<file path="src/rtl/conv_pw_pkg.sv">
// Shared definitions for the pointwise-conv operand feeder.
//   DEF_DATA_W     : default operand width
//   feeder_state_e : feeder FSM states (IDLE, ISSUE, DRAIN, DONE)
//   beat_t         : one operand beat {act, wgt, last_ch, last_all}
package conv_pw_pkg;

  localparam int unsigned DEF_DATA_W = 32;

  typedef enum logic [1:0] {
    IDLE  = 2'd0,
    ISSUE = 2'd1,
    DRAIN = 2'd2,
    DONE  = 2'd3
  } feeder_state_e;

  typedef struct packed {
    logic [DEF_DATA_W-1:0] act;
    logic [DEF_DATA_W-1:0] wgt;
    logic                  last_ch;
    logic                  last_all;
  } beat_t;

endpackage

</file>
<file path="src/rtl/conv_pw_skid_fifo.sv">
// Two-entry FIFO that absorbs SRAM read data while the engine applies
// backpressure. Push and pop in the same cycle on a full FIFO is legal.
// Ports:
//   clk, rst_n         : clock, asynchronous active-low reset
//   push_i/push_data_i : write one entry
//   pop_i              : remove the head entry (caller guarantees non-empty)
//   head_o             : current head entry
//   full_o, empty_o    : occupancy flags
module conv_pw_skid_fifo
  import conv_pw_pkg::*;
#(
  parameter int unsigned W = 2 * DEF_DATA_W + 2
) (
  input  logic         clk,
  input  logic         rst_n,
  input  logic         push_i,
  input  logic [W-1:0] push_data_i,
  input  logic         pop_i,
  output logic [W-1:0] head_o,
  output logic         full_o,
  output logic         empty_o
);

  logic [W-1:0] mem_q [2];
  logic         wr_ptr_q;
  logic         rd_ptr_q;
  logic [1:0]   count_q;
  logic [1:0]   count_d;

  assign count_d = count_q + {1'b0, push_i} - {1'b0, pop_i};

  always_ff @(posedge clk or negedge rst_n) begin
    if (!rst_n) begin
      mem_q[0] <= '0;
      mem_q[1] <= '0;
      wr_ptr_q <= 1'b0;
      rd_ptr_q <= 1'b0;
      count_q  <= 2'd0;
    end else begin
      if (push_i) begin
        mem_q[wr_ptr_q] <= push_data_i;
        wr_ptr_q        <= ~wr_ptr_q;
      end
      if (pop_i) begin
        rd_ptr_q <= ~rd_ptr_q;
      end
      count_q <= count_d;
    end
  end

  assign head_o  = mem_q[rd_ptr_q];
  assign full_o  = (count_q == 2'd2);
  assign empty_o = (count_q == 2'd0);

endmodule

</file>
<file path="src/rtl/conv_pointwise_2d_feeder.sv">
// Transmit side of the pointwise-conv operand stream. Walks activation and
// weight SRAMs in pixel / out-channel / in-channel order (ic innermost) and
// presents matched beats to the engine over valid/ready.
// Optional feature: define FEEDER_STALL_CNT_EN to add stall_cycles[31:0],
// a saturating count of cycles with valid_out & !ready_in.
// Ports:
//   clk, rst_n                    : clock, asynchronous active-low reset
//   start / busy / done           : run control and status
//   act_rd_en/addr, act_rd_data   : activation SRAM (1-cycle read latency)
//   wgt_rd_en/addr, wgt_rd_data   : weight SRAM (1-cycle read latency)
//   valid_out / ready_in          : beat handshake with the engine
//   input_data, weight_data       : operands of the current beat
//   last_ch, last_all             : end of dot product / end of run
module conv_pointwise_2d_feeder
  import conv_pw_pkg::*;
#(
  parameter int unsigned IN_CH   = 16,
  parameter int unsigned OUT_CH  = 16,
  parameter int unsigned NUM_PIX = 64,
  parameter int unsigned DATA_W  = DEF_DATA_W,
  parameter int unsigned ACT_AW  = 10,
  parameter int unsigned WGT_AW  = 8
) (
  input  logic              clk,
  input  logic              rst_n,
  input  logic              start,
  output logic              busy,
  output logic              done,
  output logic              act_rd_en,
  output logic [ACT_AW-1:0] act_rd_addr,
  input  logic [DATA_W-1:0] act_rd_data,
  output logic              wgt_rd_en,
  output logic [WGT_AW-1:0] wgt_rd_addr,
  input  logic [DATA_W-1:0] wgt_rd_data,
  output logic              valid_out,
  input  logic              ready_in,
  output logic [DATA_W-1:0] input_data,
  output logic [DATA_W-1:0] weight_data,
  output logic              last_ch,
`ifdef FEEDER_STALL_CNT_EN
  output logic [31:0]       stall_cycles,
`endif
  output logic              last_all
);

  localparam int unsigned IC_W   = (IN_CH   > 1) ? $clog2(IN_CH)   : 1;
  localparam int unsigned OC_W   = (OUT_CH  > 1) ? $clog2(OUT_CH)  : 1;
  localparam int unsigned PIX_W  = (NUM_PIX > 1) ? $clog2(NUM_PIX) : 1;
  localparam int unsigned BEAT_W = 2 * DATA_W + 2;

  feeder_state_e     state_q, state_d;
  logic [IC_W-1:0]   ic_q, ic_d;
  logic [OC_W-1:0]   oc_q, oc_d;
  logic [PIX_W-1:0]  pix_q, pix_d;
  logic [ACT_AW-1:0] act_base_q, act_base_d;
  logic [WGT_AW-1:0] wgt_base_q, wgt_base_d;
  logic              inflight_q;
  logic              fl_last_ch_q;
  logic              fl_last_all_q;

  logic              start_acc, issue, pop, room;
  logic              ic_wrap, oc_wrap, pix_wrap, last_rd;
  logic              fifo_full, fifo_empty;
  logic [BEAT_W-1:0] head;

  assign start_acc = (state_q == IDLE) && start;
  assign pop       = valid_out && ready_in;
  assign ic_wrap   = (ic_q  == IC_W'(IN_CH - 1));
  assign oc_wrap   = (oc_q  == OC_W'(OUT_CH - 1));
  assign pix_wrap  = (pix_q == PIX_W'(NUM_PIX - 1));
  assign last_rd   = ic_wrap && oc_wrap && pix_wrap;

  // Credit check: FIFO entries plus the read in flight, minus this cycle's
  // pop, must leave a free slot. Written with flags instead of a count:
  // empty always has room, one entry needs no read in flight or a pop,
  // full needs a pop and nothing in flight.
  assign room  = fifo_empty
              || (!fifo_full && (!inflight_q || pop))
              || (fifo_full && !inflight_q && pop);
  assign issue = (state_q == ISSUE) && room;

  always_comb begin
    state_d    = state_q;
    ic_d       = ic_q;
    oc_d       = oc_q;
    pix_d      = pix_q;
    act_base_d = act_base_q;
    wgt_base_d = wgt_base_q;
    if (start_acc) begin
      ic_d       = '0;
      oc_d       = '0;
      pix_d      = '0;
      act_base_d = '0;
      wgt_base_d = '0;
    end else if (issue) begin
      // ic carries into oc, oc into pix; the activation row is reused for
      // every oc, so its base only moves when oc wraps.
      if (!ic_wrap) begin
        ic_d = ic_q + 1'b1;
      end else begin
        ic_d = '0;
        if (!oc_wrap) begin
          oc_d       = oc_q + 1'b1;
          wgt_base_d = wgt_base_q + WGT_AW'(IN_CH);
        end else begin
          oc_d       = '0;
          wgt_base_d = '0;
          pix_d      = pix_wrap ? '0 : pix_q + 1'b1;
          act_base_d = pix_wrap ? '0 : act_base_q + ACT_AW'(IN_CH);
        end
      end
    end

    unique case (state_q)
      IDLE:    if (start) state_d = ISSUE;
      ISSUE:   if (issue && last_rd) state_d = DRAIN;
      // Leave as soon as the final beat is being popped so done follows
      // its acceptance by exactly one cycle.
      DRAIN:   if (!inflight_q && (fifo_empty || (!fifo_full && pop))) state_d = DONE;
      DONE:    state_d = IDLE;
      default: state_d = IDLE;
    endcase
  end

  always_ff @(posedge clk or negedge rst_n) begin
    if (!rst_n) begin
      state_q       <= IDLE;
      ic_q          <= '0;
      oc_q          <= '0;
      pix_q         <= '0;
      act_base_q    <= '0;
      wgt_base_q    <= '0;
      inflight_q    <= 1'b0;
      fl_last_ch_q  <= 1'b0;
      fl_last_all_q <= 1'b0;
    end else begin
      state_q       <= state_d;
      ic_q          <= ic_d;
      oc_q          <= oc_d;
      pix_q         <= pix_d;
      act_base_q    <= act_base_d;
      wgt_base_q    <= wgt_base_d;
      inflight_q    <= issue;
      fl_last_ch_q  <= issue && ic_wrap;
      fl_last_all_q <= issue && last_rd;
    end
  end

  // SRAM data arrives one cycle after issue; the flags ride alongside it.
  conv_pw_skid_fifo #(.W(BEAT_W)) u_fifo (
    .clk         (clk),
    .rst_n       (rst_n),
    .push_i      (inflight_q),
    .push_data_i ({act_rd_data, wgt_rd_data, fl_last_ch_q, fl_last_all_q}),
    .pop_i       (pop),
    .head_o      (head),
    .full_o      (fifo_full),
    .empty_o     (fifo_empty)
  );

  assign busy        = (state_q != IDLE);
  assign done        = (state_q == DONE);
  assign act_rd_en   = issue;
  assign wgt_rd_en   = issue;
  assign act_rd_addr = act_base_q + ACT_AW'(ic_q);
  assign wgt_rd_addr = wgt_base_q + WGT_AW'(ic_q);
  assign valid_out   = !fifo_empty;
  assign {input_data, weight_data, last_ch, last_all} = head;

`ifdef FEEDER_STALL_CNT_EN
  logic [31:0] stall_q;

  always_ff @(posedge clk or negedge rst_n) begin
    if (!rst_n) begin
      stall_q <= 32'd0;
    end else if (start_acc) begin
      stall_q <= 32'd0;
    end else if (valid_out && !ready_in && (stall_q != 32'hFFFF_FFFF)) begin
      stall_q <= stall_q + 32'd1;
    end
  end

  assign stall_cycles = stall_q;
`endif

endmodule

</file>
<file path="config.mk">
export PLATFORM = sky130hd
export DESIGN_NAME = conv_pointwise_2d_feeder
export DESIGN_NICKNAME = d
export VERILOG_FILES = /design/src/rtl/conv_pw_pkg.sv /design/src/rtl/conv_pw_skid_fifo.sv /design/src/rtl/conv_pointwise_2d_feeder.sv
export SDC_FILE = /design/constraint.sdc
export NUM_CORES = 1
export LEC_CHECK = 0
export CORE_UTILIZATION = 46
export DETAILED_ROUTE_END_ITERATION = 12
export PLACE_DENSITY = 0.76
export SLEW_MARGIN = 0
export SYNTH_ARGS = -nofsm -noshare
export SYNTH_HDL_FRONTEND = slang
export SYNTH_SLANG_ARGS = --single-unit
</file>
<file path="constraint.sdc">
create_clock -name clk -period 2.1 [get_ports clk]
set_clock_uncertainty 0.05 [all_clocks]
set_input_delay 0.525 -clock clk [delete_from_list [all_inputs] [get_ports clk]]
set_output_delay 0.525 -clock clk [all_outputs]
set_load 0.005 [all_outputs]
</file>
After elaboration in Yosys (flattened, before gate mapping)
Index checks and enable logic that the tools add are counted.
{"block": "word_totals", "input_bits": 68, "output_inout_bits": 89, "register_bits": 173, "word_cells": 100}
{"block": "classes", "n_lt_le_gt_ge": 3, "reduce_logical": 29, "n_addsub": 9, "n_mux": 31, "bitwise_logic": 4, "n_eq_ne": 10}
{"operator": "two-way mux 66 bit", "n": 4}
{"operator": "bitwise mux 132 bit", "n": 1}
{"operator": "demux 66 bit (select 1 bit)", "n": 1}
{"operator": "two-way mux 10 bit", "n": 5}
{"operator": "two-way mux 8 bit", "n": 4}
{"operator": "two-way mux 6 bit", "n": 5}
{"operator": "two-way mux 4 bit", "n": 7}
{"operator": "logical AND 1 bit", "n": 13}
{"operator": "adder 10 x 4 -> 10 bit", "n": 1}
{"operator": "adder 10 x 5 -> 10 bit (second input constant)", "n": 1}
{"operator": "adder 4 x 1 -> 4 bit (second input constant)", "n": 2}
{"operator": "adder 8 x 4 -> 8 bit", "n": 1}
{"operator": "adder 8 x 5 -> 8 bit (second input constant)", "n": 1}
{"operator": "equality test 4 bit (second input constant)", "n": 2}
{"operator": "one-hot mux 2 bit (4 select lines)", "n": 1}
{"operator": "nonzero test 2 bit", "n": 4}
{"operator": "adder 6 x 1 -> 6 bit (second input constant)", "n": 1}
{"operator": "equality test 2 bit (second input constant)", "n": 3}
{"operator": "equality test 6 bit (second input constant)", "n": 1}
{"operator": "two-way mux 2 bit", "n": 3}
{"operator": "AND reduction 3 bit", "n": 2}
{"operator": "greater-or-equal comparator 2 bit (second input constant)", "n": 2}
{"operator": "zero test 2 bit", "n": 2}
{"operator": "logical OR 1 bit", "n": 4}
{"operator": "10 further kinds", "n": 15}

Logic depth before layout (Yosys ltp)
Gate-level depths: netlist (run 1).
{"block": "logic_depth", "depth_word": 11, "mapped_depth": 9, "ltp_nobuf": 8}

Hierarchy
From an unflattened synthesis (run 1), not the netlist that was laid out.
{"block": "unflattened", "hier_cells": 556, "hier_area_um2": 7692.4}
{"module": "conv_pw_skid_fifo", "n_inst": 1, "area_per_inst_um2": 5883.1, "cells_each": 367, "seq_area_each_um2": 3403.3}
{"module": "conv_pointwise_2d_feeder", "n_inst": 1, "area_per_inst_um2": 1809.2, "cells_each": 189, "seq_area_each_um2": 725.7}

Worst setup path before layout (run 1)
OpenSTA, ideal clock, no wires.
{"block": "synth_path", "path_type": "register to register", "from": "register u_fifo.count_q[0]", "to": "register state_q[1]", "setup_ns": 0.127, "path_buffers": 1, "required_time_ns": 1.923, "path_stages_with_launch": 7, "arrival_ns": 1.920, "setup_slack_ns": 0.002, "period_less_slack_ns": 2.098, "path_cell_list": "dfrtp_1 or2_1 buf_6 a311oi_4 nand4_1 a222oi_1 mux2_1"}
{"block": "synth_via", "elab_chain_cells": 11, "elab_cells_between_ends": 19, "cone_classes": "3 x eq/ne; 16 x reduce/logical"}
{"item": "from (decl)", "line_no": "conv_pw_skid_fifo.sv:27", "source": "logic [1:0] count_q;"}
{"item": "from (signal assigned)", "line_no": "conv_pw_skid_fifo.sv:47", "source": "count_q <= count_d;"}
{"item": "zero test 2 bit (*)", "line_no": "conv_pw_skid_fifo.sv:53", "source": "assign empty_o = (count_q == 2'd0);"}
{"item": "zero test 1 bit (*)", "line_no": "conv_pointwise_2d_feeder.sv:167", "source": "assign valid_out = !fifo_empty;"}
{"item": "net valid_out", "line_no": "conv_pointwise_2d_feeder.sv:35", "source": "output logic valid_out,"}
{"item": "logical AND 1 bit (*)", "line_no": "conv_pointwise_2d_feeder.sv:67", "source": "assign pop = valid_out && ready_in;"}
{"item": "logical OR 1 bit", "line_no": "conv_pointwise_2d_feeder.sv:78", "source": "|| (!fifo_full && (!inflight_q || pop))"}
{"item": "logical AND 1 bit", "line_no": "conv_pointwise_2d_feeder.sv:78"}
{"item": "logical OR 1 bit", "line_no": "conv_pointwise_2d_feeder.sv:78"}
{"item": "logical OR 1 bit", "line_no": "conv_pointwise_2d_feeder.sv:79", "source": "|| (fifo_full && !inflight_q && pop);"}
{"item": "logical AND 1 bit", "line_no": "conv_pointwise_2d_feeder.sv:80", "source": "assign issue = (state_q == ISSUE) && room;"}
{"item": "logical AND 1 bit", "line_no": "conv_pointwise_2d_feeder.sv:116", "source": "ISSUE: if (issue && last_rd) state_d = DRAIN;"}
{"item": "inequality test 2 x 1 -> 1 bit (no line)"}
{"item": "AND reduction 3 bit (no line) (*)"}
{"item": "to (signal assigned)", "line_no": "conv_pointwise_2d_feeder.sv:137", "source": "state_q <= state_d;"}
{"item": "to (decl)", "line_no": "conv_pointwise_2d_feeder.sv:51", "source": "feeder_state_e state_q, state_d;"}
Mark *: on every way through the listed nets, which the timed path passes. The rest lies on a longest branch.
A chain may end at the register's enable or synchronous reset.

Final worst setup path (run 1)
{"block": "layout_path", "from": "register u_fifo.rd_ptr_q", "to": "output port input_data[2]"}
{"block": "layout_via", "elab_chain_cells": 4}
{"item": "from (decl)", "line_no": "conv_pw_skid_fifo.sv:26", "source": "logic rd_ptr_q;"}
{"item": "from (signal assigned)", "line_no": "conv_pw_skid_fifo.sv:45", "source": "rd_ptr_q <= ~rd_ptr_q;"}
{"item": "NOT 1 -> 2 bit (implied by the code)", "line_no": "conv_pw_skid_fifo.sv:51", "source": "assign head_o = mem_q[rd_ptr_q];"}
{"item": "two-way mux 66 bit (implied by the code) (3 in series)", "line_no": "conv_pw_skid_fifo.sv:51"}
{"item": "to (decl)", "line_no": "conv_pointwise_2d_feeder.sv:37", "source": "output logic [DATA_W-1:0] input_data,"}
No other way between the ends. The select of a mux whose other input is x is not followed.

==> results of run 1 <==
placed cells by master (no fill, tap or decap), drive strengths merged, types with 6 or more instances in the layout:
cell	count
nand3	15
ha	13
nand2	24
xnor2	6
dfrtp	165
o21ai	12
inv	11
nor2	14
a21oi	9
clkdlybuf4s50	81
mux2	199
buf	136
clkbuf	27
xor2	9
per-layer routing:
layer  vias up  routed length [um]  part of all wire
met1      2571                7070              0.40
met2       124                9380              0.53
li1       2335                   -                 -
met3        29                 642             0.037
met5         -                   0                 0
met4         0                 490             0.028
cell type report:
type                    instances  area [um^2]  area share
flip-flops and latches        165         4130       0.382
multi-input cells             334         3360       0.311
repair buffers                230         2400       0.223
clock buffers                  19          453      0.0419
well taps                     216          270      0.0250
clock inverters                13          148      0.0137
inverters                       9         33.8     0.00313
state kept, by name, indices dropped and copies added (netlist names):
signal           cells
pix_q                6
u_fifo.mem_q       132
inflight_q           1
act_base_q           6
wgt_base_q           4
state_q              2
fl_last_all_q        1
ic_q                 4
u_fifo.wr_ptr_q      1
u_fifo.rd_ptr_q      1
u_fifo.count_q       2
fl_last_ch_q         1
oc_q                 4
worst min-delay path by stage:
stage                           from                to  depth (start not counted)
CTS                 u_fifo.mem_q[28]  u_fifo.mem_q[28]                          1
floorplan                      rst_n     act_base_q[4]                          0
finish              u_fifo.mem_q[72]  u_fifo.mem_q[72]                          1
detailed placement             rst_n  u_fifo.mem_q[98]                          1
global route        u_fifo.mem_q[72]  u_fifo.mem_q[72]                          1
global placement               rst_n  u_fifo.mem_q[32]                          1
cells by family (layout without fill, tap and decap cells):
group                    after synthesis  in the layout  synth area share
flip-flops                           165            165             0.552
multiplexers                         201            201             0.302
AND/OR/NAND/NOR                       76             76            0.0500
adder cells (fa/ha/maj)               13             13            0.0218
other                                  1              1          0.000501
buffers and inverters                 51            271            0.0304
AO/OA/AOI/OAI                         28             28            0.0253
XOR/XNOR                              15             15            0.0176
synthesized netlist by cell type, drive strengths merged:
cell,n
a21o,1
a21oi,9
a222oi,1
a311oi,2
and2,3
and3,5
buf,17
clkbuf,25
conb,1
dfrtp,165
ha,13
inv,9
mux2,199
mux2i,2
nand2,24
nand2b,1
nand3,15
nand3b,1
nand4,2
nor2,14
nor2b,3
nor3,1
nor3b,1
o21ai,12
o31ai,2
o41ai,1
or2,1
or3,3
or4,2
xnor2,6
xor2,9
power groups by stage:
stage               Sequential [uW]  Clock [uW]  Combinational, uW
floorplan                      5170           0               4340
CTS                            5380        3170               8560
global route                   5590        3330               9950
global placement               5290           0               7550
detailed placement             5450           0               7750
finish                         5430        3110               9340
timing repair:
item | in CTS | in global routing
hold endpoints to repair | 38 | 0
buffers inserted | 31 | 8
setup endpoints to repair | 81 | 79
pin swaps | 4 | 5
gates cloned | 3 | 1
hold buffers | 1 | 0
gates resized for setup | 341 | 80
per-stage QoR:
stage	area, um^2	utilization
6_report	10800	0.680
3_3_place_gp	9490	0.598
2_1_floorplan	7480	-
4_1_cts	10500	0.660
5_1_grt	10800	0.680
3_5_place_dp	9490	0.598
==> results.tsv, run 1 <==
metric	value	unit
Hold Crit Class	flop to flop	
PD cells	1650	nW/um^2
Reg2Reg Depth	6	
top post-synthesis cells by area	dfrtp_1 (55%), mux2_2 (30%), ha_1 (2.2%)	
pre-CTS WS	-0.664	ns
first-pass GRT wire length	26.9	mm
share of cells above drive strength 1	0.517	
# port buffers	156	
Max FO, Critical Path	5	
worst r2r src	u_fifo.count_q[1]	
drt drc	0	
Synth top area share	0.552	
Crit path depth	6	
Netlist cell types	40	
Critical Path Start Type	flop	
max-cap violation count	0	
die height	130	um
CP Capture Type	output port	
Int Pwr	12500	uW
M1 GR Usage	0.238	
Clock Latency Late Sink	0.42	ns
Top delay family on crit path	buffers and inverters	
Tot GR Track Use	0.211	
Final Cycle Share	1.12	
CP max stage delay	0.44	ns
Min Hold Slack	0.450	ns
Leak	0.00485	uW
register share of total power	0.304	
GR Overflow Total	0	
WL final	17.6	mm
Fmax achieved	426	MHz
Critical Path Start	u_fifo.rd_ptr_q	
nets	838	
ANT nets after route	0	
total power	17900	uW
ant diodes	0	
Crit Path Class	flop to output port	
H-tree levels	4	
CP Data Arrival Time	1.77	ns
CP bufs+invs	5	
Rows	46	
final RePlAce weighted congestion	0.803	
Bufs on Longest Clock Path	2	
Reg2Reg Setup Slack	-0.12	ns
Root Buffer Master	clkbuf_16	
Die Footprint	16800	um^2
Starting Density	0.471	
Worst R2R End	state_q[1]	
Yosys top cell by area	dfrtp_1	
Cell Count, Final, Fillers Out	986	
Syn Area/Cell	13.6	um^2
Gate power share	0.522	
drt first-iter violations	181	
area delta synth->final	44.5	%
fin worst setup slack	-0.245	ns
switching pwr	5350	uW
Detailed Routing Iterations Pass 1	4	
largest net degree at the start of global routing	57	
Post-Synthesis Cells	550	
slowest stage cell on the critical path	dfrtp_2	
Max VDD drop	0.881	mV
synthesized area	7480	um^2
RSZ-0062 raised after global routing	yes	
Setup crit end	input_data[2]	
# fillers	1113	
CP Data Required Time	1.52	ns
CTS tree	built	
Core Box Area	15900	um^2
post-synthesis sequential area ratio	0.552	
post-DR vias/cell	5.13	
syn_nets	631	
Ys Warns	0	
routed vias	5059	
CTS sink cnt	165	
M2 GR Usage	0.385	
initial antenna violation count	0	
clk slew on worst S/H paths	0.06	ns
switch share	0.299	
grt met3 use	0.0413	
Final setup viols	70	
Num CTS Buffers	17	
Clk pwr share	0.174	
run status	finished with violations	
vias in the first global route	5373	
Final Max Tran Viols	0	
die width	130	um
Final Hold Violating Endpoints	0	
Final min period	2.35	ns
placed insts	915	
failing checks	setup timing	
I/O pin total	157	
GRT Max-Usage Layer	met2	
CP Cell Sequence	buf_6, buf_12, buf_8, buf_6, mux2_4, buf_6	
Total Neg Setup Slack	-9.26	ns
Final HPWL DP	11.2	mm
CP dominant cell by count	buf_6	
register bit total from synthesis	165	
DR WL/cell	17.8	um
(Power assumes the default switching activity.)
==> run 2: changes to the inputs <==
- CORE_MARGIN: unset -> 2
==> run 2 against run 1 <==
Against the previous run:
- the run ends with hold timing, setup timing left
- combinational power fell by 6.1%
- total power fell by 2.6%
- sequential power barely moved
- sequential share of layout area rose by 0.57 points
- utilization fell by 1.0 points
- flip-flop and latch count did not move
- via count rose by 0.95%
- fmax rose by 0.19%
- routed wire length rose by 5.5%
- critical path depth did not move
- clock-buffer cell count rose by 2
- final cell count fell by 0.71%
- critical path type unchanged
==> results.tsv, run 2 (synthesized netlist as in run 1, its figures left out) <==
metric	value	unit
CP Capture Type	output port	
# port buffers	156	
die width	132	um
Worst R2R End	state_q[1]	
vias in the first global route	5563	
Core Box Area	15900	um^2
max-cap violation count	0	
Reg2Reg Setup Slack	-0.14	ns
Hold Crit Class	input pin to async pin	
Critical Path Start	u_fifo.rd_ptr_q	
Min Hold Slack	-0.000363	ns
ant diodes	0	
WL final	18.6	mm
CTS tree	built	
Leak	0.00471	uW
fin worst setup slack	-0.241	ns
Final Cycle Share	1.11	
run status	finished with violations	
CTS sink cnt	165	
M1 GR Usage	0.257	
largest net degree at the start of global routing	52	
final RePlAce weighted congestion	0.810	
placed insts	914	
RSZ-0062 raised after global routing	yes	
Max FO, Critical Path	5	
nets	832	
Starting Density	0.471	
clk slew on worst S/H paths	0.06	ns
failing checks	hold timing, setup timing	
I/O pin total	157	
drt first-iter violations	150	
Bufs on Longest Clock Path	2	
DR WL/cell	18.9	um
die height	132	um
ANT nets after route	0	
Final Hold Violating Endpoints	1	
M2 GR Usage	0.390	
area delta synth->final	42.3	%
Root Buffer Master	clkbuf_16	
Final min period	2.34	ns
Cell Count, Final, Fillers Out	979	
routed vias	5107	
Crit Path Class	flop to output port	
worst r2r src	u_fifo.count_q[1]	
Clock Latency Late Sink	0.42	ns
hold_buf cts	0	
CP Data Arrival Time	1.77	ns
GRT Max-Usage Layer	met2	
Die Footprint	17300	um^2
drt drc	0	
Core Util, Final	0.670	
first-pass GRT wire length	29.8	mm
share of cells above drive strength 1	0.523	
post-DR vias/cell	5.22	
GR Overflow Total	0	
CP Data Required Time	1.52	ns
Top Registers	u_fifo.mem_q: 132 flops, act_base_q: 6 flops, pix_q: 6 flops	
Critical Path Start Type	flop	
Fmax achieved	427	MHz
initial antenna violation count	0	
Max VDD drop	0.815	mV
Detailed Routing Iterations Pass 1	5	
H-tree levels	4	
grt met3 use	0.0421	
commonest non-fill, non-tap cell in the layout	mux2_2	
Rows	46	
Most flops, register	u_fifo.mem_q	
Largest register FFs	132	
Tot GR Track Use	0.220	
commonest non-fill, non-tap cells in the layout	mux2_2 (188), dfrtp_1 (164), clkdlybuf4s50_1 (81)	
Final setup viols	70	
Reg2Reg Depth	6	
PD cells	1640	nW/um^2
Final Max Tran Viols	0	
Final HPWL DP	11.2	mm
Num CTS Buffers	17	
==> run 2: changes by cell type in the layout (fill, tap and decap cells not counted), sizes merged <==
cell,before,now
bufinv,2,3
dlymetal6s2s,1,0
clkinvlp,4,1
clkinv,5,4
buf,136,133
dlygate4sd3,1,0
clkbuf,27,28
==> run 2: timing repair <==
action,4_1_cts,5_1_grt
gates cloned,9,1
gates resized for setup,330,46
endpoints found under the setup margin,88,84
setup buffers,22,5
pin swaps,7,6
==> run 2: worst max-delay path by stage <==
stage                                 end
after floorplan                state_q[1]
after global placement          wgt_rd_en
after detailed placement        wgt_rd_en
after CTS                  input_data[29]
after global routing      weight_data[12]
final                     weight_data[12]
==> run 2: area by class of cell <==
type / count / area, um^2
clock buffers: 21 / 470
clock inverters: 10 / 146
fillers: 1141 / 5240
inverters: 9 / 36.3
multi-input cells: 334 / 3300
flip-flops and latches: 165 / 4130
well taps: 216 / 270
repair buffers: 224 / 2290
==> run 2: routing by layer <==
layer  up-vias  part of all wire
li1       2327                 -
met1      2612              0.41
met2       135              0.53
met3        33             0.029
met4         0             0.033
met5         -                 0
==> run 2: report_power, final <==
part / internal [uW] / switching, uW
clock network: 1970 / 1260
registers: 4630 / 772
logic: 5540 / 3230
total: 12100 / 5270
==> run 2: stage by stage <==
step,TNS [ns],worst slack [ns],total power [uW],instance area (um^2)
floorplan,0,0.00211,9510,7480
global placement,-9.87,-0.666,12800,9480
detailed placement,-12.73,-0.725,13200,9480
CTS,-11.15,-0.250,17100,10500
global route,-14.82,-0.298,18400,10600
finish,-10.32,-0.241,17400,10600
==> run 2: worst max-delay path, stage by stage (launching register included) <==
cell	delay [ns]
dfrtp_2	0.41
buf_6	0.13
buf_6	0.13
buf_12	0.13
buf_16	0.14
mux2_4	0.30
buf_6	0.12
==> run 3: changes to the inputs <==
- CORE_ASPECT_RATIO: unset -> 1.4
- CORE_UTILIZATION: 46 -> 45
- PLACE_DENSITY: 0.76 -> 0.75
==> run 3 against run 2 <==
Against the previous run:
- the flow finishes with violations (DRC, setup timing)
- sequential share of layout area fell by 0.24 points
- sequential power rose by 0.7%
- non-clock buffer count fell by 8
- flip-flop and latch count did not move
- hold slack improved by 0.44 ns
- utilization fell by 1.0 points
- die area rose by 2.2%
- combinational power rose by 4.9%
- final cell count fell by 2.5%
- largest cell class unchanged
- largest power group unchanged
==> results.tsv, run 3 (synthesized netlist as in run 1, its figures left out) <==
metric	value	unit
# port buffers	156	
CP Data Arrival Time	1.69	ns
CP Data Required Time	1.52	ns
slowest stage cell on the critical path	dfrtp_2	
Hold Crit Class	flop to flop	
area delta synth->final	43.3	%
CTS tree	built	
switch share	0.296	
first-pass GRT wire length	28.6	mm
I/O pin total	157	
Die Footprint	17700	um^2
Final Cycle Share	1.08	
commonest non-fill, non-tap cell in the layout	dfrtp_1	
register share of total power	0.305	
Critical Path Start	u_fifo.rd_ptr_q	
largest net degree at the start of global routing	55	
RSZ-0062 raised after global routing	yes	
Num CTS Buffers	17	
commonest non-fill, non-tap cells in the layout	dfrtp_1 (162), mux2_2 (148), clkdlybuf4s50_1 (79)	
Final HPWL DP	11.5	mm
Rows	55	
post-place instance area	9460	um^2
Max FO, Critical Path	6	
CP Capture Type	output port	
Most flops, register	u_fifo.mem_q	
CP Cell Sequence	buf_12, buf_16, buf_6, mux2_4, buf_6	
drt drc	10	
Critical Path Start Type	flop	
final RePlAce weighted congestion	0.751	
routed vias	5060	
failing checks	DRC, setup timing	
share of cells above drive strength 1	0.515	
Max VDD drop	0.893	mV
run status	finished with violations	
Tot GR Track Use	0.208	
Final Max Tran Viols	0	
Bufs on Longest Clock Path	2	
CTS sink cnt	165	
Clock Latency Late Sink	0.42	ns
GR Overflow Total	0	
H-tree levels	4	
DR WL/cell	18.8	um
Top Registers	u_fifo.mem_q: 132 flops, act_base_q: 6 flops, pix_q: 6 flops	
Largest register FFs	132	
Starting Density	0.460	
Int Pwr	12500	uW
switching pwr	5270	uW
ant diodes	0	
fin worst setup slack	-0.161	ns
Clk pwr share	0.179	
nets	824	
worst r2r src	u_fifo.count_q[1]	
Final setup viols	70	
WL final	18.0	mm
pre-CTS WS	-0.662	ns
Crit Path Class	flop to output port	
initial antenna violation count	0	
Final Hold Violating Endpoints	0	
# fillers	1214	
Total Neg Setup Slack	-5.36	ns
max-cap violation count	0	
Gate power share	0.516	
PD cells	1660	nW/um^2
Leak	0.00487	uW
Root Buffer Master	clkbuf_16	
footprint of the multi-input gates	3420	um^2
vias in the first global route	5619	
ANT nets after route	0	
die width	113	um
Final min period	2.26	ns
Detailed Routing Iterations Pass 1	8	
Fmax achieved	442	MHz
CP max stage delay	0.44	ns
drt first-iter violations	180	
clk slew on worst S/H paths	0.06	ns
Seq. cell area	4130	um^2
Setup crit end	input_data[15]	
die height	157	um
CP dominant cell by count	buf_6	
Reg2Reg Setup Slack	-0.06	ns
post-DR vias/cell	5.30	
Reg2Reg Depth	6	
Design Area, Final	10700	um^2
Worst R2R End	state_q[1]	
Core Box Area	16200	um^2
## run 3: changes by cell type in the layout (fill, tap and decap cells not counted), moves of 3 or more
cell / before / now
buf_4: 39 / 34
mux2_2: 188 / 148
buf_6: 41 / 64
buf_16: 9 / 5
dlymetal6s2s_1: 0 / 3
clkbuf_2: 6 / 2
mux2_4: 10 / 50
buf_2: 32 / 15
## run 3: worst min-delay path by stage
stage | from | slack [ns] | endpoint | cells past startpoint
2_1_floorplan | rst_n | 0.18 | act_base_q[4] | 0
3_3_place_gp | rst_n | 0.41 | u_fifo.mem_q[121] | 1
3_5_place_dp | rst_n | 0.42 | u_fifo.mem_q[55] | 1
4_1_cts | act_base_q[9] | 0.44 | act_base_q[9] | 1
5_1_grt | act_base_q[9] | 0.46 | act_base_q[9] | 1
6_report | act_base_q[9] | 0.44 | act_base_q[9] | 1
## run 3: through the flow
| stage | utilization | instances | hold WS [ns] | power [uW] |
|---|---|---|---|---|
| CTS | 0.642 | 953 | 0.442 | 17400 |
| floorplan | - | 550 | 0.179 | 9510 |
| global route | 0.660 | 955 | 0.457 | 18800 |
| finish | 0.660 | 955 | 0.441 | 17800 |
| global placement | 0.582 | 898 | 0.410 | 12900 |
| detailed placement | 0.582 | 898 | 0.419 | 13200 |
## run 3: worst max-delay path: cells and delay by family (launching register included)
family                 cells  cell delay, ns
flip-flops                 1            0.44
buffers and inverters      4            0.53
multiplexers               1            0.30
## run 3: repair_timing
action / CTS / global route
setup endpoints to repair: 88 / 83
pin swaps: 5 / 7
hold buffers: 1 / 0
resized for setup: 365 / 74
cloned: 6 / 0
endpoints found under the hold margin: 39 / 0
buffers inserted: 16 / 5
## run 3: power groups by stage
stage	Combinational (uW)	Sequential, uW	Clock [uW]
final	9200	5440	3190
after global routing	9840	5600	3400
after CTS	8710	5390	3270
after detailed placement	7790	5430	0
after global placement	7640	5280	0
after floorplan	4340	5170	0
## run 3: area by class of cell
| cell class | instances | area share |
|---|---|---|
| Clock buffer | 20 | 0.0426 |
| Sequential cell | 165 | 0.386 |
| Inverter | 9 | 0.00315 |
| Clock inverter | 12 | 0.0144 |
| Multi-Input combinational cell | 334 | 0.319 |
| Tap cell | 199 | 0.0232 |
| Timing Repair Buffer | 216 | 0.212 |
## run 3: routing by layer
metal / up-vias / GRT usage / share of wire
met5: - / 0 / 0
met4: 0 / 0.0825 / 0.023
met3: 29 / 0.0430 / 0.047
met2: 128 / 0.390 / 0.56
met1: 2598 / 0.227 / 0.37
li1: 2305 / - / -
